$ cat config.mk
export PLATFORM = sky130hd
export DESIGN_NAME = usb_pkt_sequencer
export DESIGN_NICKNAME = d
export VERILOG_FILES = /design/src/rtl/usb_pkt_sequencer.sv
export SDC_FILE = /design/constraint.sdc
export NUM_CORES = 1
export LEC_CHECK = 0
export CAP_MARGIN = 25
export CORE_MARGIN = 4
export CORE_UTILIZATION = 40
export CTS_CLUSTER_SIZE = 24
export DETAILED_ROUTE_END_ITERATION = 12
export HOLD_SLACK_MARGIN = 0.1
export PLACE_DENSITY = 0.71
export SLEW_MARGIN = 0
export SYNTH_ARGS = -nofsm -noshare
export SYNTH_HDL_FRONTEND = slang
export SYNTH_SLANG_ARGS = --single-unit
$ cat constraint.sdc
create_clock -name clk -period 3.45 [get_ports clk]
set_clock_uncertainty 0.2 [all_clocks]
set_input_delay 0.69 -clock clk [delete_from_list [all_inputs] [get_ports clk]]
set_output_delay 0.69 -clock clk [all_outputs]
set_load 0.01 [all_outputs]
$ cat src/rtl/usb_pkt_sequencer.sv
// Receive-side packet sequencer: frames USB bytes into payload+CRC packets, checks CRC-16/USB,
// commits or drops, and arbitrates result hand-off. Optional macro PKT_STATS_EN adds packet counters.
module usb_pkt_sequencer #(
    parameter int PAYLOAD_BYTES  = 64,
    parameter int TIMEOUT_CYCLES = 1023
) (
    input  logic        clk,
    input  logic        n_rst,
    input  logic [7:0]  rx_byte,
    input  logic        rx_valid,
    input  logic        avg_ready,
    input  logic        tx_ack,
    output logic        byte_wr,
    output logic [6:0]  byte_idx,
    output logic [7:0]  byte_data,
    output logic        commit,
    output logic        drop,
    output logic        err_overrun,
    output logic        tx_req,
    output logic [15:0] pkt_good_cnt,
    output logic [15:0] pkt_drop_cnt,
    output logic [2:0]  dbg_state
);

    localparam logic [2:0] IDLE   = 3'd0;
    localparam logic [2:0] RECV   = 3'd1;
    localparam logic [2:0] CHECK  = 3'd2;
    localparam logic [2:0] WAIT   = 3'd3;
    localparam logic [2:0] COMMIT = 3'd4;
    localparam logic [2:0] DROP   = 3'd5;

    localparam logic [6:0]  PAY_LEN  = 7'(PAYLOAD_BYTES);
    localparam logic [6:0]  LAST_IDX = 7'(PAYLOAD_BYTES + 1);
    localparam logic [15:0] TO_LAST  = 16'(TIMEOUT_CYCLES - 1);
    localparam logic [15:0] CRC_INIT = 16'hFFFF;
    localparam logic [15:0] CRC_GOOD = 16'hB001;

    // Valid/ready: rx_valid is a one-cycle strobe with no backpressure; a byte that arrives while
    // a finished packet is being resolved is discarded and flagged. tx_req/tx_ack is a request held
    // until acknowledged; the request drops the cycle after tx_ack is sampled with tx_req high.

    logic [2:0]  state_q, state_d;
    logic [6:0]  bcnt_q, bcnt_d;
    logic [15:0] crc_q, crc_d;
    logic [15:0] idle_q, idle_d;
    logic        avg_q;
    logic        tx_pend_q, tx_pend_d;
    logic        byte_wr_q, byte_wr_d;
    logic [6:0]  byte_idx_q, byte_idx_d;
    logic [7:0]  byte_data_q, byte_data_d;
    logic        commit_q, drop_q;
    logic        ovr_q, ovr_d;
    logic        commit_ok;

    function automatic logic [15:0] crc_byte(input logic [15:0] c, input logic [7:0] b);
        logic [15:0] r;
        r = c ^ {8'h00, b};
        for (int i = 0; i < 8; i++) begin
            r = r[0] ? ((r >> 1) ^ 16'hA001) : (r >> 1);
        end
        return r;
    endfunction

    // A set and a clear in the same cycle resolve as set.
    assign tx_pend_d = (avg_ready & ~avg_q) | (tx_pend_q & ~tx_ack);
    // Commit only when tx_req is low now and stays low next cycle, so the pulse never overlaps it.
    assign commit_ok = ~tx_pend_q & ~tx_pend_d;

    always_comb begin
        state_d     = state_q;
        bcnt_d      = bcnt_q;
        crc_d       = crc_q;
        idle_d      = idle_q;
        byte_wr_d   = 1'b0;
        byte_idx_d  = byte_idx_q;
        byte_data_d = byte_data_q;
        ovr_d       = 1'b0;
        case (state_q)
            IDLE: begin
                if (rx_valid) begin
                    crc_d       = crc_byte(CRC_INIT, rx_byte);
                    bcnt_d      = 7'd1;
                    idle_d      = '0;
                    byte_wr_d   = 1'b1;
                    byte_idx_d  = 7'd0;
                    byte_data_d = rx_byte;
                    state_d     = RECV;
                end
            end
            RECV: begin
                if (rx_valid) begin
                    crc_d  = crc_byte(crc_q, rx_byte);
                    bcnt_d = bcnt_q + 7'd1;
                    idle_d = '0;
                    if (bcnt_q < PAY_LEN) begin
                        byte_wr_d   = 1'b1;
                        byte_idx_d  = bcnt_q;
                        byte_data_d = rx_byte;
                    end
                    if (bcnt_q == LAST_IDX) begin
                        state_d = CHECK;
                    end
                end else if (idle_q == TO_LAST) begin
                    state_d = DROP;
                end else begin
                    idle_d = idle_q + 16'd1;
                end
            end
            CHECK: begin
                ovr_d = rx_valid;
                if (crc_q != CRC_GOOD) begin
                    state_d = DROP;
                end else if (commit_ok) begin
                    state_d = COMMIT;
                end else begin
                    state_d = WAIT;
                end
            end
            WAIT: begin
                ovr_d = rx_valid;
                if (commit_ok) begin
                    state_d = COMMIT;
                end
            end
            COMMIT, DROP: begin
                ovr_d   = rx_valid;
                state_d = IDLE;
                bcnt_d  = '0;
                idle_d  = '0;
                crc_d   = CRC_INIT;
            end
            default: begin
                state_d = IDLE;
                bcnt_d  = '0;
                idle_d  = '0;
                crc_d   = CRC_INIT;
            end
        endcase
    end

    always_ff @(posedge clk or negedge n_rst) begin
        if (!n_rst) begin
            state_q     <= IDLE;
            bcnt_q      <= '0;
            crc_q       <= CRC_INIT;
            idle_q      <= '0;
            avg_q       <= 1'b0;
            tx_pend_q   <= 1'b0;
            byte_wr_q   <= 1'b0;
            byte_idx_q  <= '0;
            byte_data_q <= '0;
            commit_q    <= 1'b0;
            drop_q      <= 1'b0;
            ovr_q       <= 1'b0;
        end else begin
            state_q     <= state_d;
            bcnt_q      <= bcnt_d;
            crc_q       <= crc_d;
            idle_q      <= idle_d;
            avg_q       <= avg_ready;
            tx_pend_q   <= tx_pend_d;
            byte_wr_q   <= byte_wr_d;
            byte_idx_q  <= byte_idx_d;
            byte_data_q <= byte_data_d;
            commit_q    <= (state_d == COMMIT);
            drop_q      <= (state_d == DROP);
            ovr_q       <= ovr_d;
        end
    end

`ifdef PKT_STATS_EN
    logic [15:0] good_cnt_q, drop_cnt_q;

    always_ff @(posedge clk or negedge n_rst) begin
        if (!n_rst) begin
            good_cnt_q <= '0;
            drop_cnt_q <= '0;
        end else begin
            if (commit_q && good_cnt_q != 16'hFFFF) good_cnt_q <= good_cnt_q + 16'd1;
            if (drop_q && drop_cnt_q != 16'hFFFF) drop_cnt_q <= drop_cnt_q + 16'd1;
        end
    end

    assign pkt_good_cnt = good_cnt_q;
    assign pkt_drop_cnt = drop_cnt_q;
`else
    assign pkt_good_cnt = 16'h0000;
    assign pkt_drop_cnt = 16'h0000;
`endif

    assign byte_wr     = byte_wr_q;
    assign byte_idx    = byte_idx_q;
    assign byte_data   = byte_data_q;
    assign commit      = commit_q;
    assign drop        = drop_q;
    assign err_overrun = ovr_q;
    assign tx_req      = tx_pend_q;
    assign dbg_state   = state_q;

endmodule

; Word level (Yosys, flattened, before mapping)
; Cells that the tools add are included.
[word_totals]
ff_bits = 63
inputBits = 13
wordCells = 110
[classes]
n_addsub = 2
n_lt_le_gt_ge = 1
eq_ne = 14
n_mux = 47
n_bitwise = 27
reduce_logical = 7
[op_table]
columns = op, n
row1 = $mux W16, 21
row2 = $pmux W16 S3, 2
row3 = $not A2 Y3, 16
row4 = $mux W7, 5
row5 = $mux W8, 3
row6 = $mux W3, 7
row7 = $pmux W7 S3, 1
row8 = $add A16 B1 Y16 const B, 1
row9 = $eq A16 B10 Y1 const B, 1
row10 = $ne A16 B16 Y1 const B, 1
row11 = $not A8 Y16, 1
row12 = $pmux W8 S2, 1
row13 = $xor A16 B8 Y16, 1
row14 = $pmux W7 S2, 1
row15 = $eq A3 B3 Y1 const B, 4
row16 = $pmux W3 S4, 1
row17 = $add A7 B1 Y7 const B, 1
row18 = $eq A7 B7 Y1 const B, 1
row19 = $lt A7 B7 Y1 const B, 1
row20 = $eq A3 B2 Y1 const B, 2
row21 = $ne A2 B2 Y1 const B, 3
row22 = $reduce_and A3 Y1, 2
row23 = $not A1 Y1, 5
row24 = $mux W1, 4
row25 = other kinds (10), 12

; Logic depth before layout (Yosys ltp)
; Gate-level depths: netlist (run 1).
[depth]
depth_word = 19
mapped_depth = 8
mapped_depth_nobuf = 8

; Least setup slack after synthesis (run 1)
; Ideal clock, no wire load.
[synth_path]
path_type = input-to-reg
start = input port rx_byte[6]
end = register crc_q[0]
arrival_time_ps = 2246
t_required_ps = 3166
slack_ps = 920
stages = 6
n_path_buf = 0
cell_sequence = xnor2_2 -> xnor3_2 -> xnor3_2 -> xnor3_1 -> nor2_1 -> o32a_1
[synth_via]
elab_chain_cells = 12
[synth_rtl]
columns = item, line
row1 = start: declaration, 9  ; input logic [7:0] rx_byte,
row2 = $xor A16 B8 Y16 or $not A8 Y16 (tied branches), -
row3 = $mux W16 (5 in series), 59  ; r = r[0] ? ((r >> 1) ^ 16'hA001) : (r >> 1);
row4 = $not A2 Y3 (no line), -
row5 = $mux W16 (3 in series), 59
row6 = $mux W16 (on tied branches), "91, 80"
row7 = $pmux W16 S3 *, 78  ; case (state_q)
row8 = end signal: assignment, 158  ; crc_q <= crc_d;
row9 = end: declaration, 44  ; logic [15:0] crc_q, crc_d;
; Mark *: on every way between the ends. The rest lies on a longest branch, timed or not. The select of a mux whose other input is x is not followed.
; A chain may end at the register's enable or synchronous reset.

; Worst setup path after layout (run 1)
; Ends and elaborated chain as after synthesis.

==> flow_summary.json, run 1 <==
{
  "fp.dieW_um": 102,
  "hp-class": "in2async",
  "ys_top_cells_by_area": "dfrtp_1 (33%), dfstp_2 (12%), buf_4 (6.7%)",
  "final_layout_size_suffix_gt1_frac": 0.146,
  "fin_nets": 402,
  "placed_cells": 482,
  "synthCells": 344,
  "switching_share": 0.314,
  "final-setup-viol-count": 0,
  "rsz0062_at_grt": "false",
  "stdcell_count": 498,
  "core_area_um2": 8680,
  "rr_worst_depth": 6,
  "postCtsSetupBuffers": 0,
  "die_area_um2": 10500,
  "slew_headroom": 0.572,
  "clockBufferDepth": 2,
  "grt_pass1_vias": 2555,
  "path_max_fanout": 3,
  "gp_congestion": 0.888,
  "p_int_mw": 1.91,
  "initial_core_util": 0.410,
  "peakVddDrop_mv": 0.394,
  "cts_tree": "built",
  "ant_nets": 0,
  "synth-main-ff-cell": "dfrtp_1",
  "antenna_found_initial": 0,
  "timing.final.crit_share": 0.822,
  "worstPathArrival_ns": 2.90,
  "htreeDepth": 3,
  "switching_power_mw": 0.873,
  "path_delay_family": "XOR/XNOR gates",
  "dr.pass1.iters": 5,
  "track_usage": 0.158,
  "end_kind": "flop",
  "post-place-ws_ns": 0.250,
  "r2r_setup_slack_ns": 1.08,
  "slowest_delay_ns": 0.50,
  "utilization": 0.470,
  "insertedDiodeCount": 0,
  "rr_startpoint": "crc_q[4]$_DFFE_PN1P_",
  "critPathLaunchType": "input port",
  "timing.rr.end": "crc_q[0]$_DFFE_PN1P_",
  "cap_violations": 0,
  "synth_top_area_cell": "dfrtp_1",
  "clkPwrFrac": 0.227,
  "use_met2": 0.240,
  "synth_seq_cells": 63,
  "power_leakage_nw": 1.78,
  "drc": 0,
  "grt_start_max_net_pins": 30,
  "slew_viol_final": 0,
  "syn-cell-area_um2": 3560,
  "fmax_mhz": 352,
  "crit_path_frequent_cell": "xnor3_2",
  "area_delta_synth_final_pct": 14.6,
  "routed_wl_um": 7540,
  "netlist.area_leader.share": 0.330,
  "die_h_um": 102,
  "numClockSinks": 63,
  "clk_pin_slew_worst_paths_ns": 0.07,
  "p_per_area_nw_per_um2": 681,
  "status": "finished clean",
  "grtUsageMet3": 0.0437,
  "io_pins": 68,
  "crit_buf_inv": 1,
  "wl_per_cell_um": 15.1,
  "clock-root-buffer": "clkbuf_8",
  "final_area_um2": 4080,
  "required_ns": 3.52,
  "drt_first_iter_violations": 172,
  "criticalPathCategory": "in2reg",
  "p_seq_frac": 0.412,
  "finalSetupTns_ns": 0,
  "fillers": 828,
  "fin_crit_ns": 2.84,
  "worst_pin_slew_ns": 0.641,
  "finalHoldViolCount": 0,
  "avgSynthCellArea_um2": 10.4,
  "busiest_layer": "met2",
  "tritoncts.num_buffers": 9,
  "ctsResizeCount": 0,
  "vias_per_cell": 5.27,
  "slowest_stage": "clkdlybuf4s50_1",
  "core.rowCount": 34,
  "p_total_mw": 2.78,
  "postCtsHoldBufs": 0,
  "finalWorstSetupSlack_ns": 0.613,
  "grt_pass1_wl_um": 12900,
  "power_frac_comb": 0.360,
  "synth-async-reset-ratio": 1.00,
  "grt_overflow": 0,
  "clk_latency_ns": 0.34,
  "placed_area_um2": 3890,
  "fin_hold_ws_ns": 0.162,
  "hpwl_um": 5440,
  "ys_warn_count": 0,
  "io_buffer_count": 35,
  "path_cells": "clkdlybuf4s50_1 > xnor2_2 > xnor3_2 > xnor3_2 > xnor3_1 > nor2_1 > o32a_1",
  "synth_edf_count": 0,
  "grtUsageMet1": 0.217,
  "synth_cell_type_count": 55,
  "ys_seq_area_frac": 0.448,
  "vias": 2624
}
==> cells in the final DEF, fill, tap and decap left out, drive strengths merged, types with 5 or more instances in the layout <==
cell type	instances
a21oi	9
a22o	10
and3	5
buf	10
clkbuf	13
clkdlybuf4s50	34
conb	32
dfrtp	47
dfstp	16
inv	6
mux2	9
nand2	32
nand3	8
nand4	8
nor2	22
nor2b	6
nor3	6
o21ai	18
o22a	9
xnor2	17
xor2	18
==> worst max path at each step <==
stage	start	cells past startpoint	slack, ns	end
2_1_floorplan	rx_byte[6]	6	0.92	crc_q[0]$_DFFE_PN1P_
3_3_place_gp	rx_byte[3]	7	0.31	crc_q[0]$_DFFE_PN1P_
3_5_place_dp	rx_byte[6]	7	0.25	crc_q[0]$_DFFE_PN1P_
4_1_cts	rx_byte[6]	7	0.63	crc_q[0]$_DFFE_PN1P_
5_1_grt	rx_valid	8	0.51	idle_q[8]$_DFFE_PN0P_
6_report	rx_byte[6]	7	0.61	crc_q[0]$_DFFE_PN1P_
==> cell type report <==
cell class / count / area (um2) / area share
clock buffer: 13 / 149 / 0.0365
clock inverter: 3 / 43.8 / 0.0107
inverter: 6 / 22.5 / 0.00552
multi-input combinational: 261 / 1720 / 0.422
sequential: 63 / 1600 / 0.391
tap: 108 / 135 / 0.0331
timing repair buffer: 44 / 413 / 0.101
==> sequential cells by signal, summed over array words and instances, names as in the netlist <==
signal       count
err_overrun      1
avg_q            1
idle_q          16
byte_data        8
commit           1
drop             1
byte_idx         7
bcnt_q           7
crc_q           16
byte_wr          1
dbg_state        3
tx_req           1
==> synth_stat cells (2+ instances only) <==
cell type  instances
xnor2_1           16
or3_1              3
and2_1             3
a22o_1            10
o21a_1             4
nand2b_1           2
o22a_1             9
dfstp_2           16
xor2_1            18
o22ai_1            3
and4_1             2
buf_4             32
clkbuf_8           4
clkbuf_1           8
o31ai_1            2
nand3_1            8
nor4b_1            4
ha_1               4
o21ai_0           17
and3_1             5
nand2_1           31
inv_1              6
nor2_1            21
a211o_1            2
nor2b_1            6
dfrtp_1           47
xnor3_2            3
a41oi_1            2
mux2_2             9
nand4_1            8
nor3_1             6
a21oi_1            9
o211ai_1           2
==> metal layers <==
metal	wire [um]	up-vias
met5	0	-
met4	186	0
met3	465	20
met2	3360	109
met1	3520	1263
li1	-	1232
==> cells by family (layout without fill, tap and decap cells) <==
logic type | count (synthesis) | after routing | synth area share
muxes | 9 | 9 | 0.0285
DFF | 63 | 63 | 0.448
xor gates and xnor gates | 39 | 39 | 0.115
and+or+nand+nor | 109 | 109 | 0.159
buffers and inverters | 51 | 66 | 0.101
adders and majority gates | 4 | 4 | 0.0141
AOI/OAI and AO/OA | 68 | 68 | 0.134
other | 1 | 32 | 0.00105
==> power groups by stage <==
stage	logic [mW]	clock network, mW	registers (mW)
global route	1.10	0.686	1.17
finish	1.00	0.632	1.15
floorplan	0.812	0	1.11
CTS	1.01	0.650	1.15
detailed placement	1.00	0	1.16
global placement	0.985	0	1.15
Note: power is estimated with default switching activity, not from simulation.
==> run 2, diff against run 1 <==
- clock period: 3.45 -> 2.9 ns (I/O delays scaled with it)
==> run 2 against run 1 <==
Sequential power rose by 18%. Routed wire length up 1.8%. Die area is the same. Total power up 27%. First-iteration DRC count is 21% lower. Critical endpoint unchanged. Largest cell class unchanged. Largest power group unchanged. Highest routed layer unchanged.
==> flow_summary.json, run 2 (synthesis results as in run 1) <==
{
  "min_to": "tx_req$_DFF_PN0_",
  "fin_nets": 414,
  "power_leakage_nw": 1.86,
  "timing.final.crit_share": 0.900,
  "antenna_found_initial": 0,
  "clock-root-buffer": "clkbuf_8",
  "htreeDepth": 3,
  "io_buffer_count": 35,
  "drt_first_iter_violations": 136,
  "final-setup-viol-count": 0,
  "path_max_fanout": 4,
  "rr_startpoint": "crc_q[3]$_DFFE_PN1P_",
  "r2r_setup_slack_ns": 0.54,
  "hold_depth": 1,
  "grt_pass1_vias": 2568,
  "stdcell_count": 510,
  "cts_tree": "built",
  "tritoncts.num_buffers": 9,
  "wl_per_cell_um": 15.1,
  "grt_overflow": 0,
  "io_pins": 68,
  "gp_congestion": 0.874,
  "final_layout_size_suffix_gt1_frac": 0.174,
  "hold_start": "avg_q$_DFF_PN0_",
  "required_ns": 2.95,
  "slew_viol_final": 0,
  "rr_worst_depth": 6,
  "clk_latency_ns": 0.33,
  "area_delta_synth_final_pct": 18.7,
  "vias": 2613,
  "clk_pin_slew_worst_paths_ns": 0.07,
  "final_cell_mix": "dfrtp_1 (47), clkdlybuf4s50_1 (34), conb_1 (32)",
  "end_kind": "flop",
  "hp-class": "reg2reg",
  "ant_nets": 0,
  "drc": 0,
  "core_area_um2": 8680,
  "final_area_um2": 4230,
  "fmax_mhz": 383,
  "rsz0062_at_grt": "false",
  "clockBufferDepth": 2,
  "p_per_area_nw_per_um2": 835,
  "die_area_um2": 10500,
  "dr.pass1.iters": 4,
  "track_usage": 0.157,
  "grt_start_max_net_pins": 64,
  "hpwl_um": 5510,
  "placed_cells": 493,
  "placed_area_um2": 3980,
  "die_h_um": 102,
  "grt_pass1_wl_um": 12800,
  "timing.rr.end": "crc_q[0]$_DFFE_PN1P_",
  "ctsResizeCount": 0,
  "finalSetupTns_ns": 0,
  "layout_commonest_cell": "dfrtp_1",
  "finalWorstSetupSlack_ns": 0.289,
  "finalHoldViolCount": 0,
  "fin_crit_ns": 2.61,
  "core.rowCount": 34,
  "vias_per_cell": 5.12,
  "peakVddDrop_mv": 0.484,
  "insertedDiodeCount": 0,
  "worstPathArrival_ns": 2.66,
  "criticalPathCategory": "in2reg",
  "numClockSinks": 63,
  "status": "finished clean",
  "critPathLaunchType": "input port",
  "post-place-ws_ns": -0.0730,
  "routed_wl_um": 7680,
  "initial_core_util": 0.410,
  "cap_violations": 0,
  "fillers": 803,
  "fp.dieW_um": 102
}
## run 2: cell count changes in the layout (fill, tap and decap cells not counted), sizes merged
cell         before  now
bufinv            1    2
clkinv            2    1
buf              10   21
dlygate4sd3       0    1
## run 2: how the worst max path moves through the flow
| stage | from | slack [ns] | cells past startpoint | end |
|---|---|---|---|---|
| finish | rx_byte[2] | 0.29 | 6 | crc_q[0]$_DFFE_PN1P_ |
| global route | rx_valid | 0.16 | 7 | idle_q[7]$_DFFE_PN0P_ |
| CTS | rx_byte[4] | 0.29 | 7 | crc_q[0]$_DFFE_PN1P_ |
| detailed placement | rx_byte[2] | -0.07 | 6 | crc_q[0]$_DFFE_PN1P_ |
| global placement | rx_byte[6] | -0.004 | 7 | crc_q[0]$_DFFE_PN1P_ |
| floorplan | rx_byte[6] | 0.48 | 6 | crc_q[0]$_DFFE_PN1P_ |
## run 2: report_power, final
part	internal, mW	leakage (nW)	switching (mW)
Sequential	1.15	0.778	0.215
Clock	0.554	0.120	0.332
Combinational	0.771	0.961	0.513
## run 2: area by class of cell
type                            instances  area, um2  share of cell area
Tap cell                              108        135              0.0320
Sequential cell                        63       1600               0.378
Inverter                                6       22.5             0.00533
Clock inverter                          3       65.1              0.0154
Multi-Input combinational cell        261       1720               0.407
Clock buffer                           13        169              0.0400
Timing Repair Buffer                   56        518               0.123
## run 2: per-layer routing
| metal | wire (um) | vias up | track usage |
|---|---|---|---|
| met1 | 3590 | 1287 | 0.213 |
| met4 | 83 | 0 | 0.0414 |
| met3 | 312 | 5 | 0.0389 |
| li1 | - | 1264 | - |
| met2 | 3700 | 57 | 0.252 |
| met5 | 0 | - | 0 |
## run 2: worst max-delay path, cell delays in order
cell and delay (ns):
clkdlybuf4s50_1 0.57, xnor3_2 0.46, xnor3_2 0.42, xnor3_1 0.29
nor2_1 0.04, o32a_1 0.29
## run 2: timing repair
item | 4_1_cts | 5_1_grt
hold buffers | 1 | 0
setup buffers | 0 | 0
endpoints found under the hold margin | 47 | 0
## run 2: per-stage QoR
step | utilization | total power, mW | hold WS, ns
after global placement | 0.459 | 2.60 | 0.246
final | 0.487 | 3.53 | 0.262
after CTS | 0.487 | 3.56 | 0.268
after floorplan | - | 2.29 | 0.0844
after global routing | 0.487 | 3.74 | 0.283
after detailed placement | 0.459 | 2.65 | 0.261
